==> config.mk <==
export PLATFORM = sky130hd
export DESIGN_NAME = page_tx
export DESIGN_NICKNAME = d
export VERILOG_FILES = /design/src/rtl/page_pkg.sv /design/src/rtl/page_bit_timer.sv /design/src/rtl/page_tx.sv
export SDC_FILE = /design/constraint.sdc
export NUM_CORES = 1
export LEC_CHECK = 0
export ABC_CLOCK_PERIOD_IN_PS = 2700
export CAP_MARGIN = 20
export CORE_MARGIN = 5
export CORE_UTILIZATION = 53
export DETAILED_ROUTE_END_ITERATION = 8
export GPL_ROUTABILITY_DRIVEN = 0
export GPL_TIMING_DRIVEN = 0
export PLACE_DENSITY = 0.79
export SYNTH_ARGS = -nofsm -noshare
export SYNTH_HDL_FRONTEND = slang
export SYNTH_SLANG_ARGS = --single-unit
==> constraint.sdc <==
create_clock -name clk -period 2.7 [get_ports clk]
set_input_delay 0.54 -clock clk [delete_from_list [all_inputs] [get_ports clk]]
set_output_delay 0.54 -clock clk [all_outputs]
set_load 0.05 [all_outputs]
==> src/rtl/page_pkg.sv <==
// Shared pager-link definitions: states, line levels, defaults.
// Used by both the transmitter and the receiver side.
package page_pkg;

    typedef enum logic [1:0] {
        ST_IDLE     = 2'd0,
        ST_PREAMBLE = 2'd1,
        ST_PAYLOAD  = 2'd2,
        ST_GUARD    = 2'd3
    } page_state_e;

    localparam logic X_IDLE = 1'b1;
    localparam logic X_PRE  = 1'b0;

    localparam int DATA_W_DEF     = 8;
    localparam int PRE_LEN_DEF    = 3;
    localparam int GUARD_LEN_DEF  = 2;
    localparam int BIT_CYCLES_DEF = 4;

    function automatic int max3(input int a, input int b, input int c);
        int m;
        m = (a > b) ? a : b;
        m = (m > c) ? m : c;
        return m;
    endfunction

endpackage

==> src/rtl/page_bit_timer.sv <==
// Serial bit timer: counts 0..BIT_CYCLES-1 while enabled.
// tick is high on the last cycle of each bit.
module page_bit_timer #(
    parameter int BIT_CYCLES = 4
) (
    input  logic clk,
    input  logic rst_n,
    input  logic enable,
    output logic tick
);

    localparam int TW = (BIT_CYCLES > 1) ? $clog2(BIT_CYCLES) : 1;

    logic [TW-1:0] cnt_q;

    assign tick = enable && (cnt_q == TW'(BIT_CYCLES - 1));

    // Free-run within a bit, restart at bit end or when idle.
    always_ff @(posedge clk or negedge rst_n) begin
        if (!rst_n) begin
            cnt_q <= '0;
        end else if (!enable || tick) begin
            cnt_q <= '0;
        end else begin
            cnt_q <= cnt_q + TW'(1);
        end
    end

endmodule

==> src/rtl/page_tx.sv <==
// Pager frame transmitter: preamble zeros, MSB-first payload,
// guard ones; all outputs come straight from flops.
module page_tx
    import page_pkg::*;
#(
    parameter int DATA_W     = DATA_W_DEF,
    parameter int PRE_LEN    = PRE_LEN_DEF,
    parameter int GUARD_LEN  = GUARD_LEN_DEF,
    parameter int BIT_CYCLES = BIT_CYCLES_DEF
) (
    input  logic              clk,
    input  logic              rst_n,
    input  logic              start_valid,
    output logic              start_ready,
    input  logic [DATA_W-1:0] data,
    output logic              x,
    output logic              busy,
    output logic              done
);

    localparam int CNT_W = $clog2(max3(PRE_LEN, DATA_W, GUARD_LEN) + 1);

    page_state_e       state_q;
    logic [CNT_W-1:0]  cnt_q;
    logic [DATA_W-1:0] shift_q;
    logic [DATA_W-1:0] shift_d;
    logic              x_q;
    logic              busy_q;
    logic              rdy_q;
    logic              done_q;
    logic              tick;

    page_bit_timer #(
        .BIT_CYCLES(BIT_CYCLES)
    ) u_timer (
        .clk    (clk),
        .rst_n  (rst_n),
        .enable (busy_q),
        .tick   (tick)
    );

    // Payload shifter, MSB leaves first.
    always_comb begin
        shift_d = shift_q << 1;
    end

    // Frame sequencer with registered line and handshake outputs.
    always_ff @(posedge clk or negedge rst_n) begin
        if (!rst_n) begin
            state_q <= ST_IDLE;
            cnt_q   <= '0;
            shift_q <= '0;
            x_q     <= X_IDLE;
            busy_q  <= 1'b0;
            rdy_q   <= 1'b1;
            done_q  <= 1'b0;
        end else begin
            done_q <= 1'b0;
            unique case (state_q)
                ST_IDLE: begin
                    if (start_valid) begin
                        state_q <= ST_PREAMBLE;
                        cnt_q   <= '0;
                        shift_q <= data;
                        x_q     <= X_PRE;
                        busy_q  <= 1'b1;
                        rdy_q   <= 1'b0;
                    end
                end
                ST_PREAMBLE: begin
                    if (tick) begin
                        if (cnt_q == CNT_W'(PRE_LEN - 1)) begin
                            state_q <= ST_PAYLOAD;
                            cnt_q   <= '0;
                            x_q     <= shift_q[DATA_W-1];
                        end else begin
                            cnt_q <= cnt_q + CNT_W'(1);
                        end
                    end
                end
                ST_PAYLOAD: begin
                    if (tick) begin
                        if (cnt_q == CNT_W'(DATA_W - 1)) begin
                            state_q <= ST_GUARD;
                            cnt_q   <= '0;
                            shift_q <= '0;
                            x_q     <= X_IDLE;
                        end else begin
                            cnt_q   <= cnt_q + CNT_W'(1);
                            shift_q <= shift_d;
                            x_q     <= shift_d[DATA_W-1];
                        end
                    end
                end
                ST_GUARD: begin
                    if (tick) begin
                        if (cnt_q == CNT_W'(GUARD_LEN - 1)) begin
                            state_q <= ST_IDLE;
                            cnt_q   <= '0;
                            x_q     <= X_IDLE;
                            busy_q  <= 1'b0;
                            rdy_q   <= 1'b1;
                            done_q  <= 1'b1;
                        end else begin
                            cnt_q <= cnt_q + CNT_W'(1);
                        end
                    end
                end
                default: begin
                    state_q <= ST_IDLE;
                    x_q     <= X_IDLE;
                    busy_q  <= 1'b0;
                    rdy_q   <= 1'b1;
                end
            endcase
        end
    end

    assign x           = x_q;
    assign busy        = busy_q;
    assign start_ready = rdy_q;
    assign done        = done_q;

endmodule

## Word level (Yosys, flattened, before mapping)

Index checks and enable logic that the tools add are counted.

| word-level totals | value |
|---|---|
| flip-flop bits (word level) | 20 |
| latch bits | 0 |
| memory bits (writable) | 0 |
| ROM bits | 0 |
| input bits | 11 |
| output and inout port bits | 4 |
| word-level logic and storage cells | 72 |
| memories | 0 |

| cells by class | value |
|---|---|
| add/sub/neg operators | 2 |
| multiply operators | 0 |
| div/mod/pow operators | 0 |
| magnitude comparators | 0 |
| equality and inequality tests | 14 |
| shift operators | 0 |
| multiplexer cells | 37 |
| bitwise gates (word level) | 0 |
| reduce and logical (&&, ||, !) cells | 11 |

Operator list:

| cell | count |
|---|---|
| $mux 4 | 7 |
| $mux 8 | 3 |
| $mux 2 | 8 |
| $pmux 4 s4 | 1 |
| $pmux 8 s2 | 1 |
| $mux 1 | 13 |
| $ne 2x2->1 const B | 4 |
| $pmux 2 s4 | 1 |
| $reduce_and 4->1 | 2 |
| $reduce_and 7->1 | 1 |
| $eq 2x2->1 const B | 3 |
| $ne 2x1->1 const B | 3 |
| $reduce_and 6->1 | 1 |
| $add 4x1->4 const B | 1 |
| $eq 4x1->1 const B | 1 |
| $eq 4x2->1 const B | 1 |
| $eq 4x3->1 const B | 1 |
| $pmux 1 s2 | 2 |
| $pmux 1 s4 | 1 |
| $reduce_bool 2->1 | 2 |
| $reduce_and 3->1 | 1 |
| $add 2x1->2 const B | 1 |
| $eq 2x1->1 const B | 1 |
| $logic_not 2->1 | 1 |
| 3 further kinds | 3 |

## Depth between registers and ports, before layout

| depth | value |
|---|---|
| word-level depth | 4 |
| depth in mapped cells | 7 |
| mapped depth without buffers | 6 |

## By module

A second synthesis with hierarchy kept.

| unflattened totals | value |
|---|---|
| cells, all modules | 121 |
| area, all modules | 1201.2 µm² |

By module, submodules not included:

| module | instances | cells each | area each (µm²) |
|---|---|---|---|
| page_tx | 1 | 115 | 1109.8 |
| page_bit_timer | 1 | 6 | 91.3 |

## Worst setup path after synthesis

OpenSTA, ideal clock, no wires.

| path | value |
|---|---|
| path type | register -> register |
| start point | register state_q[0] |
| end point | register state_q[0] |
| arrival | 1.927 ns |
| path slack | 0.655 ns |
| stages on the path, launching flop included | 8 |
| path buffers | 1 |
| clock period less this slack | 2.045 ns |
| path through | dfrtp_1 > inv_1 > ha_1 > or3_1 > a21o_1 > buf_6 > or4_1 > o21a_1 |

| between the ends | value |
|---|---|
| word-level cells in the longest chain between the ends | 3 |
| elaborated cells between the ends (all ways) | 13 |
| those cells by class | 10 x eq/ne; 1 x mux; 2 x reduce/logical |

Ends and longest elaborated chain:

| element | RTL line | text |
|---|---|---|
| start, declared | page_tx.sv:23 | `page_state_e state_q;` |
| start signal, assigned | page_tx.sv:50 | `state_q <= ST_IDLE;` |
| start signal, assigned | page_tx.sv:62 | `state_q <= ST_PREAMBLE;` |
| start signal, assigned | page_tx.sv:73 | `state_q <= ST_PAYLOAD;` |
| $eq 2x1->1, or another cell as far along | page_tx.sv:59 | `unique case (state_q)` |
| $ne 2x1->1 (no line) or $ne 2x2->1 (tied branches) | -- |  |
| $reduce_and 7->1 (no line) | -- |  |

Parallel ways exist; a longest one is shown, timed or not.
A chain may end at the register's enable or synchronous reset.

## Final worst setup path

| path | value |
|---|---|
| start point | register cnt_q[0] |
| end point | register state_q[1] |

| between the ends | value |
|---|---|
| word-level cells in the longest chain between the ends | 3 |
| elaborated cells between the ends (all ways) | 7 |
| those cells by class | 6 x eq/ne; 1 x reduce/logical |

Ends and longest elaborated chain:

| element | RTL line | text |
|---|---|---|
| start, declared | page_tx.sv:24 | `logic [CNT_W-1:0] cnt_q;` |
| start signal, assigned | page_tx.sv:77 | `cnt_q <= cnt_q + CNT_W'(1);` |
| start signal, assigned | page_tx.sv:89 | `cnt_q <= cnt_q + CNT_W'(1);` |
| start signal, assigned | page_tx.sv:105 | `cnt_q <= cnt_q + CNT_W'(1);` |
| $eq 4x1->1, or another cell as far along | page_tx.sv:97 | `if (cnt_q == CNT_W'(GUARD_LEN - 1)) begin` |
| $ne 2x2->1 (no line) | -- |  |
| $reduce_and 7->1 (no line) (*) | -- |  |
| end signal, assigned | page_tx.sv:84 | `state_q <= ST_GUARD;` |
| end signal, assigned | page_tx.sv:98 | `state_q <= ST_IDLE;` |
| end signal, assigned | page_tx.sv:110 | `state_q <= ST_IDLE;` |

Mark *: on every way between the ends. The rest lies on a longest branch, timed or not.

==> impl_results.md <==
* DRC violation total after the first TritonRoute iteration at 19
* Slack of the worst reg-to-reg path at ~0.47 ns
* Actual transition at the worst max-transition pin at ~0.90 ns
* Cell-internal power at roughly 950 µW
* Worst slack, placed at approximately 0.43 ns
* Async set-reset flop share out of synthesis at 1.00
* Fin crit period at 2.23 ns
* Total detailed-routing wirelength at 2.38 mm
* Primary flip-flop cell chosen by synthesis mapping: sky130_fd_sc_hd__dfrtp_1
* Die Y at between 50 and 60 µm
* Placed Cells at approximately 160
* Layout cell share with drive strength beyond 1 at 0.0929
* Clock tree from TritonCTS: yes
* Top-level I/O count at 15
* Power density over cell area at ~1200 nW/µm²
* Endpoint of the most critical register-to-register path: state_q[1]$_DFFE_PN0P_
* Leakage at about 0.00059 µW
* Headroom to the max-slew limit at 0.398
* Clock-pin slew reported for the worst setup and hold paths after clock tree synthesis at about 0.12 ns
* Switching component of the power at 762 µW
* Die width at around 57 µm
* Cells on worst reg2reg path at 5
* Kind of start point of the critical path: flop
* Number of routed nets with antenna violations at 0
* Syn Std Cell Area at ~1200 µm²
* Sequential fraction of the synthesis area at 0.433
* Max rail drop VDD at roughly 0.00062 V
* Avg WL per Cell at around 14 µm
* Port buffer count at 14
* Setup fix buffers added after clock tree synthesis at 0
* Worst r2r src: cnt_q[0]$_DFFE_PN0P_
* Number of enable-type register cells in the synthesized netlist at 0
* Average vias per placed instance at 5.82
* Number of library cell types mapped by synthesis at 38
* Crit end category: flop
* Total via count in the routed design at 978
* 1st-pass router iterations at 4
* Clk sinks at 20
* Peak clock frequency supported by timing at ~0.45 GHz
* Fin nets at about 160
* Number of instances in the synthesized netlist at about 120
* Root Driver: sky130_fd_sc_hd__clkbuf_4
* Syn Area/Cell at 9.53 µm²
* Maximum level of the CTS H-tree at 1
* Number of maximum-capacitance constraint violations at 0
* Number of gates resized after CTS at 0
* CP required at approximately 2.9 ns
* Hold Crit Depth at 1
* Area Overhead vs Synth at 18.2%
* Net Count, Synth at approximately 140
* Final Max Slew Viols at 0
* Unrepaired setup endpoints after global routing: false
* Switching Share at 0.445
* Number of global-route vias before repair at about 1k
* Number of flip-flops and latches in the synthesized netlist at 20
* Final clock skew at 0.00629 ns
* Top fanout value on the critical path at 10
* Synthesis warning total at 0
* Number of buffers on the longest clock path at 2
* Insertion delay of the later-clocked pin in the worst-skew pair at approximately 0.31 ns
* Sequential power share at 0.319
* Sum of negative setup slack at 0 ns
* Global route overflow at 0
* Maximum number of pins on one net before global-route repair at 21
* Number of standard cells in the final layout excluding fillers at about 170
* Setup-violating endpoint count in the final report at 0
* Critical path class: reg -> reg
* Antenna fix cells at 0
* Post-CTS Hold Buffers at 0
* Die area at 3230 µm²
* Starting utilization of the core area at 0.541
* Hold Path Sink: u_timer.cnt_q[0]$_DFF_PN0_
* Kind of path behind the tightest hold check: reg -> reg
* Global-route wire length before repair at roughly 4.3 mm
* Min-Delay Startpoint: u_timer.cnt_q[0]$_DFF_PN0_
* Final Cycle Share at 0.826
* Number of standard-cell rows in the floorplan at 17
* Antenna violations before repair at 0
* Combinational fraction of design power at 0.575
* Endpoints failing hold at 0
* Outcome: complete, no violations
* Layout fillers at 182
* Worst path arrival time at between 2 and 2.5 ns
* Gr usage total at 0.167
* Final core occ at 0.639
* Count of unresolved DRC violations after routing at 0
* Minimum hold slack at roughly 0.48 ns
* Clock network fraction of total power at 0.106
* Placeable core area at approximately 2100 µm²
* CTS Buf Count at 3
* Post-detailed-placement half-perimeter wirelength at approximately 1.7 mm
* Least setup slack across all paths after layout at 0.471 ns
-- metrics by stage --
| step | power, µW | area, µm² |
|---|---|---|
| after global placement | 1480 | 1340 |
| after detailed placement | 1530 | 1340 |
| after floorplan | 1300 | 1160 |
| after CTS | 1720 | 1370 |
| final | 1710 | 1370 |
| after global routing | 1870 | 1370 |
-- cell usage after synthesis (2+ instances only) --
master | instances | area (µm²)
sky130_fd_sc_hd__dfstp_2 | 2 | 52.6
sky130_fd_sc_hd__ha_1 | 9 | 113
sky130_fd_sc_hd__or4_1 | 2 | 15.0
sky130_fd_sc_hd__a21oi_1 | 8 | 40.0
sky130_fd_sc_hd__nand3b_1 | 2 | 15.0
sky130_fd_sc_hd__or3_1 | 3 | 18.8
sky130_fd_sc_hd__o41ai_1 | 2 | 17.5
sky130_fd_sc_hd__or2_2 | 2 | 12.5
sky130_fd_sc_hd__dfrtp_1 | 18 | 450
sky130_fd_sc_hd__a31oi_1 | 7 | 43.8
sky130_fd_sc_hd__nor2b_1 | 10 | 62.6
sky130_fd_sc_hd__inv_1 | 9 | 33.8
sky130_fd_sc_hd__clkbuf_1 | 3 | 11.3
sky130_fd_sc_hd__nand2b_1 | 2 | 12.5
sky130_fd_sc_hd__o21ai_0 | 5 | 25.0
sky130_fd_sc_hd__nor2_1 | 10 | 37.5
sky130_fd_sc_hd__nand2_1 | 7 | 26.3
-- logic make-up (layout without fill, tap and decap cells) --
family                   count (synthesis)  after routing  synth area share
AO/OA/AOI/OAI                           33             33             0.196
flip-flops                              20             20             0.433
AND/OR/NAND/NOR                         45             45             0.212
multiplexers                             1              1           0.00969
buffers and inverters                   14             32            0.0527
adder cells (fa/ha/maj)                  9              9            0.0969
-- worst max-delay path, stage by stage, from the launching register on --
cell,delay [ns]
sky130_fd_sc_hd__dfrtp_1,0.45
sky130_fd_sc_hd__ha_1,0.22
sky130_fd_sc_hd__nand3b_1,0.36
sky130_fd_sc_hd__a2111oi_2,0.54
sky130_fd_sc_hd__and2b_1,0.22
sky130_fd_sc_hd__mux2_2,0.33
-- final cells by class --
type                    instances  area [µm²]  share of cell area
plain buffers                   5        27.5              0.0200
inverters                       9        33.8              0.0246
multi-input cells              88         598               0.435
well taps                      28        35.0              0.0255
flip-flops and latches         20         503               0.366
clock buffers                   4        36.3              0.0264
repair buffers                 14         140               0.102
-- per-layer routing --
layer  up-vias  share of wire  GRT usage  wire length, µm
met4         0          0.016     0.0861               38
met5         -              0          0                0
met3         4          0.046     0.0276              109
met2        30           0.49      0.281             1160
met1       473           0.45      0.204             1070
li1        471              -          -                -
-- worst max path at each step --
stage | from | endpoint | slack, ns | depth (start not counted)
global route | state_q[0]$_DFFE_PN0P_ | shift_q[7]$_DFFE_PN0P_ | 0.26 | 7
detailed placement | start_valid | shift_q[7]$_DFFE_PN0P_ | 0.43 | 6
global placement | start_valid | shift_q[6]$_DFFE_PN0P_ | 0.47 | 6
CTS | state_q[0]$_DFFE_PN0P_ | shift_q[7]$_DFFE_PN0P_ | 0.49 | 7
finish | cnt_q[0]$_DFFE_PN0P_ | state_q[1]$_DFFE_PN0P_ | 0.47 | 5
floorplan | state_q[0]$_DFFE_PN0P_ | state_q[0]$_DFFE_PN0P_ | 0.65 | 7
-- registers in the layout, indices dropped and copies added (netlist names) --
| name | flops |
|---|---|
| done | 1 |
| shift_q | 8 |
| state_q | 2 |
| u_timer.cnt_q | 2 |
| cnt_q | 4 |
| x | 1 |
| busy | 1 |
| start_ready | 1 |
-- layout by cell type, fill, tap and decap left out, types with 3 or more instances in the layout --
cell                              instances
sky130_fd_sc_hd__a21oi_1                  8
sky130_fd_sc_hd__a31oi_1                  7
sky130_fd_sc_hd__clkbuf_1                 3
sky130_fd_sc_hd__clkbuf_4                 3
sky130_fd_sc_hd__clkdlybuf4s50_1         14
sky130_fd_sc_hd__dfrtp_1                 18
sky130_fd_sc_hd__ha_1                     9
sky130_fd_sc_hd__inv_1                    9
sky130_fd_sc_hd__nand2_1                  7
sky130_fd_sc_hd__nor2_1                  10
sky130_fd_sc_hd__nor2b_1                 10
sky130_fd_sc_hd__o21ai_0                  5
sky130_fd_sc_hd__or3_1                    3
-- power by group through the flow --
stage / logic (µW) / clock network (µW) / registers [µW]
detailed placement: 979 / 0 / 553
finish: 985 / 182 / 547
global route: 1100 / 200 / 568
CTS: 984 / 184 / 547
floorplan: 693 / 0 / 603
global placement: 940 / 0 / 544
(Power assumes the default switching activity.)
